===== src/rtl/beam_thresh_loader.sv =====
`default_nettype none
// ============================================================================
// Module   : beam_thresh_loader
// Brief    : Write-side sequencer for the beam trigger threshold chain; fans
//            per-beam threshold writes onto a shared bus with per-beam CEs and
//            issues one common update strobe on commit.
// Revision : 1.0 - initial release
// ============================================================================
module beam_thresh_loader #(
  parameter int NDUAL   = 24,
  parameter int IDXW    = $clog2(2*NDUAL),
  parameter int OUT_REG = 1
) (
  input  logic                  clk_i,
  input  logic                  rst_i,
  input  logic [17:0]           wr_thresh_i,
  input  logic [IDXW-1:0]       wr_idx_i,
  input  logic                  wr_bcast_i,
  input  logic                  wr_valid_i,
  output logic                  wr_ready_o,
  input  logic                  commit_i,
  output logic                  commit_ack_o,
  input  logic                  err_clr_i,
  output logic                  err_o,
  output logic                  busy_o,
  output logic [17:0]           thresh_o,
  output logic [2*NDUAL-1:0]    thresh_ce_o,
  output logic                  update_o
);

  localparam int              c_NBEAMS   = 2*NDUAL;
  localparam logic [IDXW:0]   c_NBEAMS_W = (IDXW+1)'(c_NBEAMS);

  localparam logic [1:0] S_IDLE        = 2'd0;
  localparam logic [1:0] S_COMMIT_WAIT = 2'd1;
  localparam logic [1:0] S_UPDATE      = 2'd2;

  logic [1:0]          r_state;
  logic [1:0]          w_next;
  logic                r_ready;
  logic                r_err;
  logic                w_ready;
  logic                w_acc;
  logic                w_invalid;
  logic                w_ce_busy;
  logic                w_out_ce_busy;
  logic                w_out_busy;
  logic                w_upd0;
  logic                w_fsm_busy;
  logic [c_NBEAMS-1:0] w_ce_dec;
  logic [c_NBEAMS-1:0] r_ce0;
  logic [17:0]         r_th0;

  // Ready is forced low while reset is held so nothing is accepted then.
  assign w_ready    = r_ready & ~rst_i;
  assign wr_ready_o = w_ready;
  assign w_acc      = wr_valid_i & w_ready;
  assign w_invalid  = ~wr_bcast_i & ({1'b0, wr_idx_i} >= c_NBEAMS_W);

  always_comb begin
    w_ce_dec = '0;
    if (wr_bcast_i) begin
      w_ce_dec = '1;
    end else if (!w_invalid) begin
      w_ce_dec[wr_idx_i] = 1'b1;
    end
  end

  always_ff @(posedge clk_i) begin
    if (rst_i) begin
      r_ce0 <= '0;
      r_th0 <= '0;
      r_err <= 1'b0;
    end else begin
      r_ce0 <= w_acc ? w_ce_dec : '0;
      if (w_acc) begin
        r_th0 <= wr_thresh_i;
      end
      r_err <= (w_acc & w_invalid) | (r_err & ~err_clr_i);
    end
  end

  // FSM: state register
  always_ff @(posedge clk_i) begin
    if (rst_i) begin
      r_state <= S_IDLE;
      r_ready <= 1'b0;
    end else begin
      r_state <= w_next;
      r_ready <= (w_next == S_IDLE);
    end
  end

  // FSM: next state
  always_comb begin
    w_next = r_state;
    case (r_state)
      S_IDLE:        if (commit_i)   w_next = S_COMMIT_WAIT;
      S_COMMIT_WAIT: if (!w_ce_busy) w_next = S_UPDATE;
      S_UPDATE:                      w_next = S_IDLE;
      default:                       w_next = S_IDLE;
    endcase
  end

  // FSM: outputs
  always_comb begin
    w_upd0     = (r_state == S_UPDATE);
    w_fsm_busy = (r_state != S_IDLE);
  end

  assign w_ce_busy = (|r_ce0) | w_out_ce_busy;

  generate
    if (OUT_REG == 0) begin : g_out_direct
      assign thresh_o      = r_th0;
      assign thresh_ce_o   = r_ce0;
      assign update_o      = w_upd0;
      assign w_out_ce_busy = 1'b0;
      assign w_out_busy    = 1'b0;
    end else begin : g_out_pipe
      logic [OUT_REG-1:0][c_NBEAMS-1:0] r_ce_q;
      logic [OUT_REG-1:0][17:0]         r_th_q;
      logic [OUT_REG-1:0]               r_upd_q;

      // Update rides the same stages as the CEs so it can never overtake them.
      always_ff @(posedge clk_i) begin
        if (rst_i) begin
          r_ce_q  <= '0;
          r_th_q  <= '0;
          r_upd_q <= '0;
        end else begin
          r_ce_q[0]  <= r_ce0;
          r_th_q[0]  <= r_th0;
          r_upd_q[0] <= w_upd0;
          for (int k = 1; k < OUT_REG; k++) begin
            r_ce_q[k]  <= r_ce_q[k-1];
            r_th_q[k]  <= r_th_q[k-1];
            r_upd_q[k] <= r_upd_q[k-1];
          end
        end
      end

      assign thresh_o      = r_th_q[OUT_REG-1];
      assign thresh_ce_o   = r_ce_q[OUT_REG-1];
      assign update_o      = r_upd_q[OUT_REG-1];
      assign w_out_ce_busy = |r_ce_q;
      assign w_out_busy    = w_out_ce_busy | (|r_upd_q);
    end
  endgenerate

  assign commit_ack_o = update_o;
  assign err_o        = r_err;
  assign busy_o       = w_fsm_busy | (|r_ce0) | w_out_busy;

endmodule
`default_nettype wire


===== config.mk =====
export PLATFORM = sky130hd
export DESIGN_NAME = beam_thresh_loader
export DESIGN_NICKNAME = d
export VERILOG_FILES = /design/src/rtl/beam_thresh_loader.sv
export SDC_FILE = /design/constraint.sdc
export NUM_CORES = 1
export LEC_CHECK = 0
export ABC_AREA = 1
export ABC_CLOCK_PERIOD_IN_PS = 3600
export CAP_MARGIN = 20
export CORE_MARGIN = 1
export CORE_UTILIZATION = 53
export CTS_BUF_LIST = sky130_fd_sc_hd__clkbuf_8 sky130_fd_sc_hd__clkbuf_16
export CTS_CLUSTER_SIZE = 16
export DETAILED_ROUTE_END_ITERATION = 8
export HOLD_SLACK_MARGIN = 0.08
export PLACE_DENSITY = 0.8
export SYNTH_ARGS = -nofsm -noshare
export SYNTH_HDL_FRONTEND = slang
export SYNTH_SLANG_ARGS = --single-unit

===== constraint.sdc =====
create_clock -name clk_i -period 3.6 [get_ports clk_i]
set_clock_uncertainty 0.15 [all_clocks]
set_input_delay 0.54 -clock clk_i [delete_from_list [all_inputs] [get_ports clk_i]]
set_output_delay 0.54 -clock clk_i [all_outputs]
set_load 0.05 [all_outputs]

==> results of run 1 <==
-- cell type report --
| cell class | instances | area, µm² | area share [%] |
|---|---|---|---|
| Sequential cell | 137 | 2740 | 44.2 |
| Tap cell | 105 | 131 | 2.12 |
| Clock buffer | 18 | 428 | 6.89 |
| Multi-Input combinational cell | 318 | 1380 | 22.3 |
| Clock inverter | 13 | 204 | 3.29 |
| Timing Repair Buffer | 103 | 1020 | 16.4 |
| Inverter | 80 | 300 | 4.84 |
-- per-layer routing --
metal  track usage (%)  wire [µm]  vias up
met4              13.6        349        0
li1                  -          -     1906
met1              26.9       4070     1737
met5                 0          0        -
met3              7.33        740       38
met2              43.7       5270      161
-- power by group --
| group | total, µW | internal [µW] | leakage (µW) | switching [µW] |
|---|---|---|---|---|
| sequential | 1580 | 1560 | 0.00111 | 18.4 |
| combinational | 306 | 101 | 0.00106 | 205 |
| clock | 1820 | 1200 | 0.000309 | 616 |
| total | 3710 | 2870 | 0.00248 | 839 |
-- through the flow --
| step | cell area, µm² | power [µW] | hold WS (ns) | cells |
|---|---|---|---|---|
| 2_1_floorplan | 4530 | 1800 | 0.248 | 560 |
| 3_3_place_gp | 5580 | 1900 | 0.256 | 743 |
| 3_5_place_dp | 5580 | 1910 | 0.262 | 743 |
| 4_1_cts | 6210 | 3720 | 0.266 | 774 |
| 5_1_grt | 6210 | 3820 | 0.289 | 774 |
| 6_report | 6210 | 3710 | 0.266 | 774 |
-- worst max-delay path, cell delays in order, from the launching register on --
cell	delay, ns
dfxtp_1	0.31
nor2_1	0.17
nand2_1	0.10
nor2_1	0.13
nand2_1	0.11
nor2_1	0.19
nand4_1	0.14
clkdlybuf4s50_1	0.75
-- cells in the mapped netlist, types with 3 or more instances --
| cell | n |
|---|---|
| a21oi_1 | 67 |
| buf_1 | 4 |
| buf_2 | 9 |
| clkbuf_1 | 11 |
| dfxtp_1 | 137 |
| inv_1 | 77 |
| inv_2 | 3 |
| nand2_1 | 79 |
| nand3_1 | 6 |
| nor2_1 | 129 |
| nor3_1 | 7 |
| nor3_2 | 9 |
| o21ai_0 | 18 |
-- final timing paths --
| path | from | end | slack, ns |
|---|---|---|---|
| max | r_ce0[3]$_SDFF_PP0_ | busy_o | 0.50 |
| min | r_ce0[47]$_SDFF_PP0_ | thresh_ce_o[47]$_SDFF_PP0_ | 0.27 |
| max reg2reg | r_ready$_SDFF_PP0_ | r_ce0[4]$_SDFF_PP0_ | 1.65 |
| min reg2reg | r_ce0[47]$_SDFF_PP0_ | thresh_ce_o[47]$_SDFF_PP0_ | 0.27 |
-- cell families after synthesis --
logic type	share of synthesized area, %
flops	60.5
simple gates	21.1
compound gates	9.39
buf+inv	9.03
-- sequential cells by signal, indices dropped and copies added (netlist names) --
register      count
thresh_ce_o      48
commit_ack_o      1
r_ready           1
thresh_o         18
r_ce0            48
err_o             1
r_state           2
r_th0            18
==> impl_metrics.json, run 1 <==
{
  "cap_violations": 0,
  "period_needed_ns": 3.10,
  "grt_pass1_wl_um": 16400,
  "r2r_cells": 5,
  "dp_hpwl_um": 6850,
  "core-area_um2": 8260,
  "post-route-util_pct": 75.2,
  "grt_max_degree": 71,
  "post_cts_resized": 0,
  "first_pass_iters": 5,
  "setup_viol": 0,
  "synth_top_area_share_pct": 60.5,
  "vias_per_cell": 4.96,
  "fmax_mhz": 322,
  "fin_crit_sh_pct": 86.2,
  "routabilityCongestion": 0.790,
  "num_vias": 3842,
  "synth.avg_cell_area_um2": 8.09,
  "wl_per_cell_um": 13.5,
  "clock-sinks": 137,
  "num-fill-cells": 593,
  "drc_errors": 0,
  "numPortBuffers": 100,
  "hold_buffers": 0,
  "synth_edf_count": 0,
  "total_leakage_power_uw": 0.00248,
  "tns_ns": 0,
  "status": "complete, no violations",
  "setup.worst_path.class": "flop to output pin",
  "vdd_ir_drop_max_mv": 0.389,
  "min_path_type": "flop to flop",
  "die_w_um": 94.5,
  "final_cell_mix": "dfxtp_1, nor2_1, clkdlybuf4s50_1",
  "syn-cell-area_um2": 4530,
  "grtUsageTotal_pct": 24.9,
  "final_max_slew_viol_count": 0,
  "rsz0062_at_grt": "false",
  "synth_flop_cell": "dfxtp_1",
  "finalHoldViolations": 0,
  "cts.clk_slew.worst_paths_ns": 0.06,
  "postCtsSetupBuffers": 0,
  "nNetsFinal": 687,
  "wl_um": 10400,
  "antenna_found_initial": 0,
  "layout-drive-gt1-share_pct": 7.03,
  "row_count": 33,
  "initial_core_util_pct": 54.9,
  "antenna_left": 0,
  "h-tree-depth": 4,
  "ys_warn_count": 0,
  "crit_path_end_kind": "output pin",
  "async_reset_ff_share_pct": 0,
  "clockBufferDepth": 2,
  "setup_slack_ns": 0.496,
  "antennaDiodeCount": 0,
  "hold_depth": 2,
  "die_h_um": 94.5,
  "dr.first_iter.drc_count": 218,
  "syn_to_final_growth_pct": 37.0,
  "p_per_area_nw_per_um2": 597,
  "io-pin-count": 101,
  "yosysTopAreaCell": "dfxtp_1",
  "synth_seq_area_share_pct": 60.5,
  "arrival_ns": 2.41,
  "grt_pass1_vias": 3611,
  "critical_path.startpoint_type": "flop",
  "yosys-top-cells-area": "dfxtp_1, nor2_1, a21oi_1",
  "cts_buffers": 17,
  "worstPathRequired_ns": 2.91,
  "yosysUniqueCellTypes": 17,
  "clock_latency_ns": 0.51,
  "cts_tree": "yes",
  "die-area_um2": 8920,
  "synth_seq_cells": 137,
  "timing.slew.headroom_pct": 31.7,
  "syn-num-nets": 590,
  "postSynthCellCount": 560,
  "gr-total-overflow": 0,
  "worstMarginPinSlew_ns": 1.02,
  "clock-root-buffer": "clkbuf_8",
  "layout_commonest_cell": "dfxtp_1",
  "critPathMaxFanout": 2,
  "dp_slack_ns": 1.11
}
Power figures use the tool's default switching activity.
==> inputs of run 2 (changes only) <==
Settings changed: ABC_CLOCK_PERIOD_IN_PS 3600 to 3800.
Clock period 3.6 ns to 3.8 ns, I/O delays scaled along.
==> impl_metrics.json, run 2 (synthesis gave the netlist of run 1 again) <==
{
  "num_vias": 3733,
  "arrival_ns": 2.32,
  "p_comb_share_pct": 8.2,
  "die_w_um": 94.5,
  "postCtsSetupBuffers": 0,
  "dp_hpwl_um": 6470,
  "rsz0062_at_grt": "false",
  "h-tree-depth": 4,
  "cts_buffers": 17,
  "switching_power_uw": 818,
  "total_leakage_power_uw": 0.00248,
  "design_area_um2": 6200,
  "core-area_um2": 8260,
  "grt_pass1_vias": 3448,
  "cap_violations": 0,
  "worstPathRequired_ns": 3.08,
  "die-area_um2": 8920,
  "vias_per_cell": 4.81,
  "maxUsedRoutingLayer": "met4",
  "antenna_found_initial": 0,
  "antennaDiodeCount": 0,
  "hp-start": "r_ce0[0]$_SDFF_PP0_",
  "antenna_left": 0,
  "wl_um": 9830,
  "gr-total-overflow": 0,
  "dr_wl_met2_um": 4860,
  "nNetsFinal": 688,
  "io-pin-count": 101,
  "met1_length_um": 4210,
  "worstMarginPinSlew_ns": 1.03,
  "clock_latency_ns": 0.51,
  "fmax_mhz": 329,
  "setup_slack_ns": 0.762,
  "setup.worst_path.class": "flop to output pin",
  "wl_per_cell_um": 12.7,
  "layout-drive-gt1-share_pct": 7.60,
  "vdd_ir_drop_max_mv": 0.381,
  "final_max_slew_viol_count": 0,
  "post_cts_resized": 0,
  "finalHoldViolations": 0,
  "dp_slack_ns": 1.36,
  "cts_tree": "yes",
  "dpl_cell_area_um2": 5580,
  "cts.clk_slew.worst_paths_ns": 0.06,
  "initial_core_util_pct": 54.9,
  "row_count": 33,
  "grt_max_degree": 71,
  "status": "complete, no violations",
  "intPower_uw": 2640,
  "timing.slew.headroom_pct": 30.7,
  "p_per_area_nw_per_um2": 558,
  "clockBufferDepth": 2,
  "numPortBuffers": 100,
  "drc_errors": 0,
  "crit_start": "r_ce0[3]$_SDFF_PP0_",
  "syn_to_final_growth_pct": 36.7,
  "tns_ns": 0,
  "clock-root-buffer": "clkbuf_8",
  "crit_path_end_kind": "output pin",
  "swShare_pct": 23.6,
  "clock-sinks": 137,
  "pwr-share-clk_pct": 48.6,
  "period_needed_ns": 3.04,
  "critical_path.startpoint_type": "flop",
  "routabilityCongestion": 0.793,
  "final_cell_mix": "dfxtp_1, nor2_1, clkdlybuf4s50_1",
  "reg2reg_from": "r_ready$_SDFF_PP0_",
  "seqPwrFrac_pct": 43.2,
  "min_path_type": "flop to flop",
  "critPathMaxFanout": 2,
  "grt_pass1_wl_um": 15700,
  "dr.first_iter.drc_count": 171,
  "grtUsageTotal_pct": 23.4,
  "wl_met3_um": 651,
  "fin_crit_sh_pct": 79.9,
  "hold_buffers": 0,
  "setup_viol": 0,
  "die_h_um": 94.5,
  "first_pass_iters": 5,
  "layout_commonest_cell": "dfxtp_1"
}
[run 2: cell count changes in the layout (fill, tap and decap cells not counted)]
| cell | change |
|---|---|
| buf_4 | +1 |
| bufinv_16 | -1 |
| inv_1 | -2 |
| clkinv_2 | +3 |
| clkinvlp_4 | -1 |
| inv_6 | +2 |
| clkinv_4 | +1 |
| clkbuf_8 | -1 |
[run 2: worst max-delay path, cell delays in order (launching register included)]
cell and delay, ns:
dfxtp_1 0.31, nor2_1 0.16, nand2_1 0.07, nor2_1 0.11
nand2_1 0.13, nor2_1 0.17, nand4_1 0.11, clkdlybuf4s50_1 0.74
[run 2: per-layer routing]
| metal | GRT usage, % | up-vias |
|---|---|---|
| met5 | 0 | - |
| met4 | 9.47 | 0 |
| met3 | 8.21 | 10 |
| met2 | 38.5 | 122 |
| met1 | 27.9 | 1695 |
| li1 | - | 1906 |
[run 2: layout make-up]
| class | instances | area, µm² |
|---|---|---|
| Sequential cell | 137 | 2740 |
| Fill cell | 579 | 2060 |
| Multi-Input combinational cell | 318 | 1380 |
| Timing Repair Buffer | 104 | 1030 |
| Clock buffer | 17 | 414 |
| Inverter | 80 | 300 |
| Clock inverter | 15 | 200 |
| Tap cell | 105 | 131 |
[run 2: power groups by stage]
stage	sequential (µW)	combinational, µW	clock [µW]
after floorplan	1570	134	0
after global placement	1520	276	0
after detailed placement	1530	280	0
after CTS	1490	285	1700
after global routing	1500	309	1770
final	1490	285	1680
[run 2: path summary, 6_finish.rpt]
check,slack [ns],cells past startpoint,end
min reg2reg,0.27,2,thresh_ce_o[0]$_SDFF_PP0_
min,0.27,2,thresh_ce_o[0]$_SDFF_PP0_
max reg2reg,2.07,6,err_o$_SDFF_PP0_
max,0.76,7,busy_o
[run 2: through the flow]
stage | total power [µW] | cells | hold WS, ns | utilization, %
after floorplan | 1700 | 560 | 0.248 | -
after global placement | 1800 | 744 | 0.256 | 67.6
after detailed placement | 1810 | 744 | 0.262 | 67.6
after CTS | 3480 | 776 | 0.270 | 75.0
after global routing | 3580 | 776 | 0.288 | 75.0
final | 3460 | 776 | 0.265 | 75.0
